### src/rtl/nabp_sequencer_pkg.sv
// Shared types and sizing helpers for the NABP angle sequencer.
package nabp_sequencer_pkg;

    // Angle bus width used throughout the NABP datapath.
    localparam int kAngleLength = 10;
    localparam int ANGLE_WIDTH_DEFAULT = kAngleLength;

    typedef enum logic [3:0] {
        ST_IDLE       = 4'd0,
        ST_FILL_KICK  = 4'd1,
        ST_FILL_WAIT  = 4'd2,
        ST_SHIFT_ARM  = 4'd3,
        ST_SHIFT_KICK = 4'd4,
        ST_SHIFT_WAIT = 4'd5,
        ST_NEXT       = 4'd6,
        ST_DONE       = 4'd7,
        ST_ERR        = 4'd8
    } seq_state_t;

    // Bits needed to index NUM_ANGLES angles; never narrower than one bit.
    function automatic int idx_width(input int n);
        return (n <= 1) ? 1 : $clog2(n);
    endfunction

    // Bits needed for a watchdog that counts 0 .. t-1.
    function automatic int wd_width(input int t);
        return (t <= 2) ? 1 : $clog2(t);
    endfunction

endpackage

### src/rtl/nabp_wait_watchdog.sv
// Wait-state watchdog: counts cycles spent waiting and flags the last allowed cycle.
module nabp_wait_watchdog
    import nabp_sequencer_pkg::*;
#(
    parameter int TIMEOUT_CYCLES = 4096
) (
    input  logic clk,
    input  logic reset,
    input  logic clear,
    input  logic run,
    output logic expired
);

    localparam int WD_W = wd_width(TIMEOUT_CYCLES);
    localparam logic [WD_W-1:0] LAST_COUNT = WD_W'(TIMEOUT_CYCLES - 1);

    logic [WD_W-1:0] count;

    // Expired marks the final allowed wait cycle; the FSM decides what to do with it.
    assign expired = (count == LAST_COUNT);

    // Count restarts on a kick and advances every waiting cycle, saturating at the limit.
    always_ff @(posedge clk) begin
        if (reset) begin
            count <= '0;
        end else if (clear) begin
            count <= '0;
        end else if (run && !expired) begin
            count <= count + WD_W'(1);
        end
    end

endmodule

### src/rtl/nabp_angle_sequencer.sv
// Sweeps a projection angle range, driving one fill and one shift phase per angle.
//
// Shifter handshake: a kick is a one-cycle request pulse; the matching done is a
// level that the sequencer samples from the cycle after the kick onward. Shift
// kicks are only issued while pe_ready is high. No request is ever retracted.
module nabp_angle_sequencer
    import nabp_sequencer_pkg::*;
#(
    parameter int ANGLE_WIDTH    = ANGLE_WIDTH_DEFAULT,
    parameter int NUM_ANGLES     = 180,
    parameter int ANGLE_STEP     = 1,
    parameter int TIMEOUT_CYCLES = 4096
) (
    input  logic                   clk,
    input  logic                   reset,
    input  logic                   start,
    input  logic [ANGLE_WIDTH-1:0] start_angle,
    input  logic                   abort,
    input  logic                   pe_ready,
    input  logic                   sc_fill_done,
    input  logic                   sc_shift_done,
    output logic [ANGLE_WIDTH-1:0] sc_angle,
    output logic                   sc_fill_kick,
    output logic                   sc_shift_kick,
    output logic                   busy,
    output logic                   sweep_done,
    output logic                   timeout_err,
    output seq_state_t             dbg_state
);

    localparam int IDX_W = idx_width(NUM_ANGLES);
    localparam logic [IDX_W-1:0]       LAST_IDX = IDX_W'(NUM_ANGLES - 1);
    localparam logic [ANGLE_WIDTH-1:0] STEP     = ANGLE_WIDTH'(ANGLE_STEP);

    seq_state_t       state;
    logic [IDX_W-1:0] angle_idx;
    logic             wd_clear;
    logic             wd_run;
    logic             wd_expired;

    // Watchdog restarts on each kick so it covers exactly the following wait state.
    assign wd_clear = (state == ST_FILL_KICK) || (state == ST_SHIFT_KICK);
    assign wd_run   = (state == ST_FILL_WAIT) || (state == ST_SHIFT_WAIT);

    nabp_wait_watchdog #(
        .TIMEOUT_CYCLES(TIMEOUT_CYCLES)
    ) u_watchdog (
        .clk    (clk),
        .reset  (reset),
        .clear  (wd_clear),
        .run    (wd_run),
        .expired(wd_expired)
    );

    // Moore outputs decoded straight from the state register.
    assign sc_fill_kick  = (state == ST_FILL_KICK);
    assign sc_shift_kick = (state == ST_SHIFT_KICK);
    assign sweep_done    = (state == ST_DONE);
    assign busy          = (state != ST_IDLE);
    assign dbg_state     = state;

    // Sequencer FSM with the angle and error registers it owns.
    always_ff @(posedge clk) begin
        if (reset) begin
            state       <= ST_IDLE;
            sc_angle    <= '0;
            angle_idx   <= '0;
            timeout_err <= 1'b0;
        end else begin
            case (state)
                ST_IDLE: begin
                    if (start && !abort) begin
                        sc_angle    <= start_angle;
                        angle_idx   <= '0;
                        timeout_err <= 1'b0;
                        state       <= ST_FILL_KICK;
                    end
                end
                ST_FILL_KICK: begin
                    state <= abort ? ST_IDLE : ST_FILL_WAIT;
                end
                ST_FILL_WAIT: begin
                    // Abort beats done, and done beats a coincident timeout.
                    if (abort) begin
                        state <= ST_IDLE;
                    end else if (sc_fill_done) begin
                        state <= ST_SHIFT_ARM;
                    end else if (wd_expired) begin
                        timeout_err <= 1'b1;
                        state       <= ST_ERR;
                    end
                end
                ST_SHIFT_ARM: begin
                    // Deliberately unbounded: downstream back-pressure is not an error.
                    if (abort) begin
                        state <= ST_IDLE;
                    end else if (pe_ready) begin
                        state <= ST_SHIFT_KICK;
                    end
                end
                ST_SHIFT_KICK: begin
                    state <= abort ? ST_IDLE : ST_SHIFT_WAIT;
                end
                ST_SHIFT_WAIT: begin
                    if (abort) begin
                        state <= ST_IDLE;
                    end else if (sc_shift_done) begin
                        state <= ST_NEXT;
                    end else if (wd_expired) begin
                        timeout_err <= 1'b1;
                        state       <= ST_ERR;
                    end
                end
                ST_NEXT: begin
                    if (abort) begin
                        state <= ST_IDLE;
                    end else if (angle_idx == LAST_IDX) begin
                        state <= ST_DONE;
                    end else begin
                        angle_idx <= angle_idx + IDX_W'(1);
                        sc_angle  <= sc_angle + STEP;
                        state     <= ST_FILL_KICK;
                    end
                end
                ST_DONE: begin
                    state <= ST_IDLE;
                end
                ST_ERR: begin
                    timeout_err <= 1'b1;
                    state       <= ST_IDLE;
                end
                default: begin
                    state <= ST_IDLE;
                end
            endcase
        end
    end

endmodule

### config.mk
export PLATFORM = sky130hd
export DESIGN_NAME = nabp_angle_sequencer
export DESIGN_NICKNAME = d
export VERILOG_FILES = /design/src/rtl/nabp_sequencer_pkg.sv /design/src/rtl/nabp_wait_watchdog.sv /design/src/rtl/nabp_angle_sequencer.sv
export SDC_FILE = /design/constraint.sdc
export NUM_CORES = 1
export LEC_CHECK = 0
export ABC_AREA = 1
export BUFFER_PORTS_ARGS = -buffer_cell sky130_fd_sc_hd__buf_2
export CAP_MARGIN = 20
export CORE_MARGIN = 2
export CORE_UTILIZATION = 45
export CTS_BUF_LIST = sky130_fd_sc_hd__clkbuf_16
export DETAILED_ROUTE_END_ITERATION = 16
export PLACE_DENSITY_LB_ADDON = 0.08
export SYNTH_ARGS = -nofsm -noshare
export SYNTH_HDL_FRONTEND = slang
export SYNTH_HIERARCHICAL = 1
export SYNTH_SLANG_ARGS = --single-unit
### constraint.sdc
create_clock -name clk -period 2 [get_ports clk]
set_input_delay 0.1 -clock clk [delete_from_list [all_inputs] [get_ports clk]]
set_output_delay 0.1 -clock clk [all_outputs]
set_load 0.02 [all_outputs]
=== After elaboration in Yosys (flattened, before gate mapping) ===
Cells that the tools add are included.

* Muxes and demuxes: 28
* Reduce and logical (&&, ||, !) cells: 14
* Add/sub/neg operators: 3
* Equality and inequality tests: 18

{| class="wikitable"
|+ Operator list
! cell !! number
|-
| 4-bit two-way mux || 8
|-
| 10-bit two-way mux || 3
|-
| 4-bit one-hot mux with 7 select lines || 1
|-
| 8-bit two-way mux || 3
|-
| 10-bit one-hot mux with 2 select lines || 1
|-
| 4-bit by 3-bit == test with 1-bit output (second input constant) || 4
|-
| 8-bit one-hot mux with 2 select lines || 1
|-
| 2-bit inequality test (second input constant) || 7
|-
| 12-bit by 1-bit adder with 12-bit output (second input constant) || 1
|-
| 12-bit == test (second input constant) || 1
|-
| 10-bit by 1-bit adder with 10-bit output (second input constant) || 1
|-
| 3-bit two-way mux || 3
|-
| 8-bit by 1-bit adder with 8-bit output (second input constant) || 1
|-
| 4-bit by 2-bit == test with 1-bit output (second input constant) || 2
|-
| 8-bit == test (second input constant) || 1
|-
| 4-bit nonzero test || 2
|-
| 1-bit two-way mux || 6
|-
| 6-bit AND reduction || 1
|-
| 4-bit by 1-bit == test with 1-bit output (second input constant) || 1
|-
| 4-bit == test (second input constant) || 1
|-
| 4-bit zero test || 1
|-
| 1-bit one-hot mux with 4 select lines || 1
|-
| 4-bit AND reduction || 1
|-
| 3-bit inequality test (second input constant) || 1
|-
| other kinds (7) || 10
|}

* Bits in registers: 35
* Word-level logic and storage cells: 68
* Input bits: 17
* Output and inout port bits: 19

=== Logic depth before layout (Yosys ltp) ===
Gate-level depths: netlist (run 1).

* Depth after elaboration: 5
* Gate-level depth with buffers: 13
* Depth with buffers taken out: 13

=== Hierarchy ===
Netlist (run 1), hierarchy kept.

{| class="wikitable"
|+ By module, submodules not included
! module !! cells each !! times used !! seq. area each (um^2) !! area each (um^2)
|-
| nabp_angle_sequencer || 283 || 1 || 460.4 || 1647.8
|-
| nabp_wait_watchdog || 105 || 1 || 240.2 || 708.2
|}

=== Worst setup path before layout (run 1) ===
OpenSTA, ideal clock, no wires.

* Path kind: flip-flop to flip-flop
* Start point: register state[2] (netlist: dbg_state[2])
* End point: register u_watchdog.count[10]
* Buffers on the path: 1
* Setup time: 0.115 ns
* Path slack: 0.162 ns
* Required time: 1.885 ns
* Arrival time: 1.724 ns
* Period minus slack after synthesis: 1.838 ns
* Stages on the path, launching flop included: 11
* Cells stage by stage: dfxtp_1 -> inv_1 -> nor2_1 -> nand3_1 -> nand2_1 -> buf_4 -> inv_2 -> nor3_2 -> nand2_1 -> o21ai_1 -> nor2_1

* Word-level cells in the longest chain between the ends: 3
* Elaborated cells between the ends (all ways): 8
* Those cells by class: 4 x eq/ne; 4 x reduce/logical

{| class="wikitable"
|+ RTL lines
! what !! RTL line !! source
|-
| start: declaration || nabp_angle_sequencer.sv:35 || <nowiki>seq_state_t state;</nowiki>
|-
| start signal: assignment || nabp_angle_sequencer.sv:80 || <nowiki>state <= abort ? ST_IDLE : ST_FILL_WAIT;</nowiki>
|-
| start signal: assignment || nabp_angle_sequencer.sv:102 || <nowiki>state <= abort ? ST_IDLE : ST_SHIFT_WAIT;</nowiki>
|-
| 4-bit by 2-bit == test with 1-bit output / 4-bit by 3-bit == test with 1-bit output (equally long branches) || nabp_angle_sequencer.sv:43 || <nowiki>assign wd_run = (state == ST_FILL_WAIT) || (state == ST_SHIFT_WAIT);</nowiki>
|-
| 1-bit logical OR * || nabp_angle_sequencer.sv:43 ||
|-
| via wd_run || nabp_angle_sequencer.sv:38 || <nowiki>logic wd_run;</nowiki>
|-
| 1-bit logical AND * || nabp_wait_watchdog.sv:28 || <nowiki>end else if (run && !expired) begin</nowiki>
|-
| end signal: assignment || nabp_wait_watchdog.sv:29 || <nowiki>count <= count + WD_W'(1);</nowiki>
|-
| end: declaration || nabp_wait_watchdog.sv:17 || <nowiki>logic [WD_W-1:0] count;</nowiki>
|}

The timed path passes the listed nets; every way through them passes the cells marked *.
A chain may end at the register's enable or synchronous reset.

=== Worst setup path in the final report (run 1) ===
Ends and elaborated chain as after synthesis.

==> reports/results.txt, run 1 <==
Max Cap Violations: 0
initial antenna violation count: 0
most common flop cell mapped by yosys: sky130_fd_sc_hd__dfxtp_1
via-per-instance ratio: 4.94
largest driver fanout on the critical path: 5
Clock H-tree levels: 2
most frequently used cell type in the post-synthesis netlist: sky130_fd_sc_hd__nand2_1
net count after synthesis: 408
number of clock sinks: 35
area overhead of the layout relative to synthesis: 17.7%
power density over the cells: 719 nW/um^2
clock network latency to the later pin of the worst-skew pair: 280 ps
gr usage total: 21.1%
number of different library cells in the post-synthesis netlist: 32
required time worst endpoint: 2170 ps
Relative slew margins: 72.0%
largest area contributor in the netlist: sky130_fd_sc_hd__dfxtp_1
Post-DP HPWL: 4180 um
maximum single-stage delay on the critical path: 370 ps
total CTS buffers: 5
Routed WL: 5700 um
status: finished, final reports clean
number of DRC markers after the initial detailed-route iteration: 98
Seq/Total Area, Yosys: 29.7%
buffer count from post-CTS setup fixing: 0
die boundary width: 76.4 um
CTS max path bufs: 2
total negative slack: 0 ps
wire length of the first global-routing pass: 10000 um
top achievable clock speed: 0.548 GHz
proportion of layout cells with a drive suffix above 1: 17.1%
detailed-route wire length per cell: 11.4 um
detailed-route via count: 2459
area of the core: 5070 um^2
RSZ-0062 raised after global routing: no
proportion of power drawn by the clock network: 44.2%
path type of the worst min-delay path: primary input to register
worst setup path class: register to register
instance count of the mapped netlist: 388
endpoint arrival time on the critical path: 2000 ps
synthesized flop and latch total: 35
die footprint: 5830 um^2
Worst Skew: 5.29 ps
diodes inserted: 0
number of synthesized flops with an enable pin: 0
total congestion overflow after global routing: 0
die span in y: 76.4 um
clock root buffer: sky130_fd_sc_hd__clkbuf_16
switching share of power: 28.0%
post-route core utilization: 54.6%
Final Cycle Share: 91.2%
I/O pin total: 36
final slew viol count: 0
post-CTS clock slew at the launch and capture registers of the worst setup and hold paths: 60 ps
DR DRC count: 0
final-stage net count: 447
vias in the first global route: 2216
Rows: 26
Synth top area share: 29.7%
Starting Density: 46.4%
number of port buffers: 35
part of the power in registers: 38.7%
worst-case hold slack: 152 ps
post-route minimum period: 1820 ps
share of flip-flops with an asynchronous set or reset after synthesis: 0%
antenna viol nets, final: 0
pin count of the biggest net entering global routing: 22
number of warnings issued by yosys: 6
main area contributors after synthesis: sky130_fd_sc_hd__dfxtp_1, sky130_fd_sc_hd__nand2_1, sky130_fd_sc_hd__nor2_1
number of gates resized after cts: 0
Internal: 1430 uW
combinational fraction of design power: 17.2%
Leak Pwr: 0.00128 uW
critical path endpoint category: register
final weighted congestion of routability-driven global placement: 0.906
Critical Path Source Type: register
count of hold-fix buffers inserted at cts: 0
worst-margin pin slew: 418 ps
overall power: 1990 uW
Synth Area per Inst: 6.07 um^2
number of failing setup endpoints in the final timing report: 0
First-pass DRT Iterations: 4
Net Switching: 559 uW
worst vdd rail ir drop: 0.482 mV
crit path cell chain: inv_1 -> nor2_1 -> nand3_1 -> nand2_1 -> inv_2 -> nor3_2 -> nand2_1 -> o21ai_1 -> nor2_1
synthesized cell area: 2360 um^2
Final Hold Vio Count: 0
cell with the largest stage delay on the worst path: sky130_fd_sc_hd__dfxtp_1
number of fill cells: 547
TritonCTS clock tree: built
commonest cells in the netlist: sky130_fd_sc_hd__nand2_1, sky130_fd_sc_hd__nor2_1, sky130_fd_sc_hd__inv_1, sky130_fd_sc_hd__dfxtp_1, sky130_fd_sc_hd__a21oi_1
## worst max-delay path: cells and delay by family (launching register included)
family          cells  cell delay [ps]
simple gates        6             1030
flops               1              370
buf+inv             2              180
compound gates      1              130
## through the flow
| step | setup WS, ps | cells | area (um^2) |
|---|---|---|---|
| finish | 176 | 498 | 2770 |
| global route | 4.31 | 498 | 2770 |
| floorplan | 162 | 388 | 2360 |
| global placement | 280 | 490 | 2610 |
| detailed placement | 228 | 490 | 2610 |
| CTS | 214 | 498 | 2770 |
## registers in the layout, summed over array words and instances, names as in the netlist
register and cells:
sc_angle 10, timeout_err 1, dbg_state 4, angle_idx 8, u_watchdog/count 12
## cell families after synthesis
family | share of synthesized area, %
buf+inv | 10.6
flops | 29.7
fa+ha+maj | 1.59
simple gates | 45.1
compound gates | 11.8
xor+xnor | 1.12
## power groups by stage
stage                     combinational, uW  clock, uW  sequential [uW]
after floorplan                         211          0              813
after global placement                  343          0              785
after detailed placement                343          0              785
after CTS                               344        900              770
after global routing                    386        933              777
final                                   342        880              771
## routing by layer
layer | GRT usage, % | share of wire [%] | vias to the layer above
met1 | 27.4 | 49 | 1069
li1 | - | - | 1322
met3 | 4.50 | 4.7 | 6
met4 | 9.64 | 1.5 | 0
met2 | 33.5 | 45 | 62
met5 | 0 | 0 | -
## area by class of cell
cell class / count / area (um^2) / share of cell area, %
tap: 70 / 87.6 / 3.16
multi-input combinational: 295 / 1410 / 50.7
sequential: 35 / 701 / 25.3
clock inverter: 3 / 38.8 / 1.40
clock buffer: 5 / 125 / 4.51
inverter: 46 / 173 / 6.23
timing repair buffer: 44 / 243 / 8.75
## worst paths after layout
check | cells after the start | slack (ps) | startpoint | endpoint
min reg2reg | 2 | 490 | angle_idx[1] | angle_idx[1]
min | 5 | 150 | start_angle[8] | sc_angle[8]
max reg2reg | 9 | 180 | dbg_state[2] | u_watchdog/count[10]
max | 9 | 180 | dbg_state[2] | u_watchdog/count[10]
## cells in the final DEF, fill, tap and decap left out, types with 2 or more instances in the layout
cell type / netlist / routed
sky130_fd_sc_hd__a21oi_1: 30 / 30
sky130_fd_sc_hd__buf_2: 2 / 35
sky130_fd_sc_hd__buf_4: 2 / 9
sky130_fd_sc_hd__clkbuf_16: 0 / 5
sky130_fd_sc_hd__dfxtp_1: 35 / 35
sky130_fd_sc_hd__ha_1: 3 / 3
sky130_fd_sc_hd__inv_1: 41 / 41
sky130_fd_sc_hd__inv_2: 5 / 5
sky130_fd_sc_hd__nand2_1: 114 / 114
sky130_fd_sc_hd__nand2_2: 4 / 4
sky130_fd_sc_hd__nand3_1: 29 / 29
sky130_fd_sc_hd__nand3_2: 2 / 2
sky130_fd_sc_hd__nand3b_1: 5 / 5
sky130_fd_sc_hd__nand4_1: 9 / 9
sky130_fd_sc_hd__nor2_1: 60 / 60
sky130_fd_sc_hd__nor2_2: 2 / 2
sky130_fd_sc_hd__nor2_4: 3 / 3
sky130_fd_sc_hd__nor3b_1: 3 / 3
sky130_fd_sc_hd__o21ai_0: 16 / 16
sky130_fd_sc_hd__o21ai_1: 2 / 2
sky130_fd_sc_hd__o21bai_1: 2 / 2
sky130_fd_sc_hd__or2_2: 2 / 2
sky130_fd_sc_hd__xor2_1: 2 / 2
(Power assumes the default switching activity.)
==> run 2, diff against run 1 <==
Settings changed: ABC_AREA 1 to 0.
==> reports/results.txt, run 2 <==
total CTS buffers: 5 (unchanged)
hold_sp: start_angle[0] (was start_angle[8])
wire length of the first global-routing pass: 9980 um (was 10000 um)
number of warnings issued by yosys: 6 (unchanged)
worst slack at placement: 36.1 ps (was 228 ps)
share of flip-flops with an asynchronous set or reset after synthesis: 0% (unchanged)
number of failing setup endpoints in the final timing report: 0 (unchanged)
commonest cells in the netlist: sky130_fd_sc_hd__dfxtp_1, sky130_fd_sc_hd__nand2_1, sky130_fd_sc_hd__nor2_1, sky130_fd_sc_hd__a21oi_1, sky130_fd_sc_hd__nand3_1 (was sky130_fd_sc_hd__nand2_1, sky130_fd_sc_hd__nor2_1, sky130_fd_sc_hd__inv_1, sky130_fd_sc_hd__dfxtp_1, sky130_fd_sc_hd__a21oi_1)
depth of the worst register-to-register path: 8 (was 9)
Seq/Total Area, Yosys: 30.0% (was 29.7%)
First-pass DRT Iterations: 4 (unchanged)
CTS max path bufs: 2 (unchanged)
DR DRC count: 0 (unchanged)
status: finished, final reports clean (unchanged)
clock network latency to the later pin of the worst-skew pair: 280 ps (about the same)
count of cells along the worst hold path: 3 (was 5)
power density over the cells: 597 nW/um^2 (was 719 nW/um^2)
area of the core: 5070 um^2 (unchanged)
post-route minimum period: 1910 ps (was 1820 ps)
Final Hold Vio Count: 0 (unchanged)
diodes inserted: 0 (unchanged)
worst setup path class: register to register (unchanged)
count of hold-fix buffers inserted at cts: 0 (unchanged)
GR Layer Usage met2: 35.3% (was 33.5%)
worst vdd rail ir drop: 0.416 mV (was 0.482 mV)
synthesized flop and latch total: 35 (unchanged)
pin count of the biggest net entering global routing: 23 (was 22)
register ranked first by flip-flop count: u_watchdog/count (unchanged)
largest registers: u_watchdog/count x12, sc_angle x10, angle_idx x8 (unchanged)
Max Cap Violations: 0 (unchanged)
critical path endpoint category: register (unchanged)
number of clock sinks: 35 (unchanged)
proportion of layout cells with a drive suffix above 1: 30.5% (was 17.1%)
total congestion overflow after global routing: 0 (unchanged)
number of different library cells in the post-synthesis netlist: 67 (was 32)
most used routing layer in global routing: met2 (unchanged)
Synth Area per Inst: 8.14 um^2 (was 6.07 um^2)
required time worst endpoint: 2150 ps (was 2170 ps)
kind of cell adding the most delay to the critical path: simple AND/OR/NAND/NOR gates (unchanged)
minimum setup slack in the final design: 94.7 ps (was 176 ps)
largest driver fanout on the critical path: 4 (was 5)
main area contributors after synthesis: sky130_fd_sc_hd__dfxtp_1, sky130_fd_sc_hd__nand2_1, sky130_fd_sc_hd__a21oi_1 (was sky130_fd_sc_hd__dfxtp_1, sky130_fd_sc_hd__nand2_1, sky130_fd_sc_hd__nor2_1)
TritonCTS clock tree: built (unchanged)
most frequently used cell type in the post-synthesis netlist: sky130_fd_sc_hd__dfxtp_1 (was sky130_fd_sc_hd__nand2_1)
Relative slew margins: 65.3% (was 72.0%)
Final Cycle Share: 95.3% (was 91.2%)
path type of the worst min-delay path: primary input to register (unchanged)
gr usage total: 21.2% (was 21.1%)
Routed WL: 6050 um (was 5700 um)
final slew viol count: 0 (unchanged)
vias in the first global route: 2115 (was 2216)
number of DRC markers after the initial detailed-route iteration: 65 (was 98)
number of port buffers: 35 (unchanged)
detailed-route via count: 2360 (was 2459)
start of the worst register-to-register path: u_watchdog/count[0] (was dbg_state[2])
clock root buffer: sky130_fd_sc_hd__clkbuf_16 (unchanged)
die footprint: 5790 um^2 (was 5830 um^2)
worst-margin pin slew: 520 ps (was 418 ps)
die boundary width: 76.1 um (was 76.4 um)
largest area contributor in the netlist: sky130_fd_sc_hd__dfxtp_1 (unchanged)
post-CTS clock slew at the launch and capture registers of the worst setup and hold paths: 60 ps (about the same)
maximum single-stage delay on the critical path: 510 ps (was 370 ps)
top achievable clock speed: 0.525 GHz (was 0.548 GHz)
cell with the largest stage delay on the worst path: sky130_fd_sc_hd__or4b_1 (was sky130_fd_sc_hd__dfxtp_1)
Synth top area share: 30.0% (was 29.7%)
crit path cell chain: ha_2 -> and4_4 -> nand4_1 -> inv_2 -> or4b_1 -> a21oi_2 -> o221a_2 -> a211oi_2 (was inv_1 -> nor2_1 -> nand3_1 -> nand2_1 -> inv_2 -> nor3_2 -> nand2_1 -> o21ai_1 -> nor2_1)
met3 layer usage reported by global route: 3.79% (was 4.50%)
detailed-route wire length per cell: 14.6 um (was 11.4 um)
I/O pin total: 36 (unchanged)
Rows: 26 (unchanged)
synthesized cell area: 2340 um^2 (was 2360 um^2)
via-per-instance ratio: 5.70 (was 4.94)
Starting Density: 46.1% (was 46.4%)
final-stage net count: 363 (was 447)
initial antenna violation count: 0 (unchanged)
critical register-to-register path endpoint: timeout_err (was u_watchdog/count[10])
Clock H-tree levels: 2 (unchanged)
net count after synthesis: 307 (was 408)
commonest cells after routing, fill and taps aside: sky130_fd_sc_hd__buf_2, sky130_fd_sc_hd__buf_4, sky130_fd_sc_hd__dfxtp_1 (was sky130_fd_sc_hd__nand2_1, sky130_fd_sc_hd__nor2_1, sky130_fd_sc_hd__inv_1)
Buf/Inv on CP: 1 (was 2)
endpoint arrival time on the critical path: 2050 ps (was 2000 ps)
antenna viol nets, final: 0 (unchanged)
area overhead of the layout relative to synthesis: 25.8% (was 17.7%)
Critical Path Source Type: register (unchanged)
Worst Skew: 2.52 ps (was 5.29 ps)
instance count of the mapped netlist: 287 (was 388)
most common flop cell mapped by yosys: sky130_fd_sc_hd__dfxtp_1 (unchanged)
max reg flops: 12 (unchanged)
post-route core utilization: 57.9% (was 54.6%)
global-route met1 utilization: 27.3% (was 27.4%)
Leak Pwr: 0.00117 uW (was 0.00128 uW)
die span in y: 76.1 um (was 76.4 um)
number of synthesized flops with an enable pin: 0 (unchanged)
reg-to-reg setup timing slack: 90 ps (was 180 ps)
Post-DP HPWL: 4240 um (was 4180 um)
most common library cell in the layout ignoring fill and taps: sky130_fd_sc_hd__buf_2 (was sky130_fd_sc_hd__nand2_1)
final weighted congestion of routability-driven global placement: 0.818 (was 0.906)
Hold Crit Endpoint: sc_angle[0] (was sc_angle[8])
## run 2: cell types whose count changed after synthesis, moves of 5 or more
cell,change
sky130_fd_sc_hd__nand2_1,-86
sky130_fd_sc_hd__nor2_1,-38
sky130_fd_sc_hd__inv_1,-27
sky130_fd_sc_hd__a21oi_1,-11
sky130_fd_sc_hd__nand3_1,-10
sky130_fd_sc_hd__or4_1,+8
sky130_fd_sc_hd__nand2b_1,+7
sky130_fd_sc_hd__nand4_1,-7
sky130_fd_sc_hd__nor3_1,+6
sky130_fd_sc_hd__or3_1,+6
sky130_fd_sc_hd__inv_2,-5
## run 2: area by class of cell
cell class,instances,area [um^2]
Clock buffer,5,125
Clock inverter,3,12.5
Fill cell,505,2130
Inverter,15,56.3
Multi-Input combinational cell,218,1530
Sequential cell,35,709
Tap cell,70,87.6
Timing Repair Buffer,68,423
## run 2: where the power goes
group / switching (uW) / internal [uW] / leakage (uW)
logic: 156 / 109 / 0.000806
registers: 19.2 / 715 / 0.000285
clock network: 306 / 450 / 0.0000762
total: 481 / 1280 / 0.00117
## run 2: worst max path at each step
stage                        start                  end  depth (start not counted)
2_1_floorplan         dbg_state[0]  u_watchdog/count[9]                          8
3_3_place_gp   u_watchdog/count[0]          timeout_err                          8
3_5_place_dp   u_watchdog/count[0]          timeout_err                          8
4_1_cts        u_watchdog/count[0]          timeout_err                          8
5_1_grt               dbg_state[1]         angle_idx[7]                          5
6_report       u_watchdog/count[0]          timeout_err                          8
## run 2: cell families after synthesis
logic type / share of synthesized area (%)
AOI/OAI and AO/OA: 29.2
xor gates and xnor gates: 0.375
adders and majority gates: 1.61
buffers and inverters: 7.33
DFF: 30.0
muxes: 0.857
and+or+nand+nor: 30.6
## run 2: layer usage
layer	share of wire [%]	vias to the layer above
met3	3.6	9
met5	0	-
met2	46	44
li1	-	1201
met1	48	1106
met4	1.6	0
## run 2: stage by stage
| stage | instance area [um^2] | total power, uW | std cells | setup TNS (ps) | hold slack (ps) |
|---|---|---|---|---|---|
| floorplan | 2400 | 923 | 287 | 0 | 268 |
| detailed placement | 2740 | 1010 | 401 | 0 | 397 |
| finish | 2940 | 1760 | 414 | 0 | 96.5 |
| global placement | 2740 | 1010 | 401 | 0 | 391 |
| CTS | 2880 | 1760 | 409 | 0 | 96.4 |
| global route | 2940 | 1830 | 414 | -1.88 | 109 |
## run 2: worst reg2reg max path, cell delays in order, from the launching register on
cell and delay [ps]:
sky130_fd_sc_hd__dfxtp_1 310, sky130_fd_sc_hd__ha_2 180, sky130_fd_sc_hd__and4_4 200, sky130_fd_sc_hd__nand4_1 120
sky130_fd_sc_hd__inv_2 60, sky130_fd_sc_hd__or4b_1 510, sky130_fd_sc_hd__a21oi_2 150, sky130_fd_sc_hd__o221a_2 200
sky130_fd_sc_hd__a211oi_2 40
## run 2: repair_timing
action / 4_1_cts / 5_1_grt
resized for setup: 0 / 9
setup buffers: 0 / 5
endpoints found under the setup margin: 0 / 9
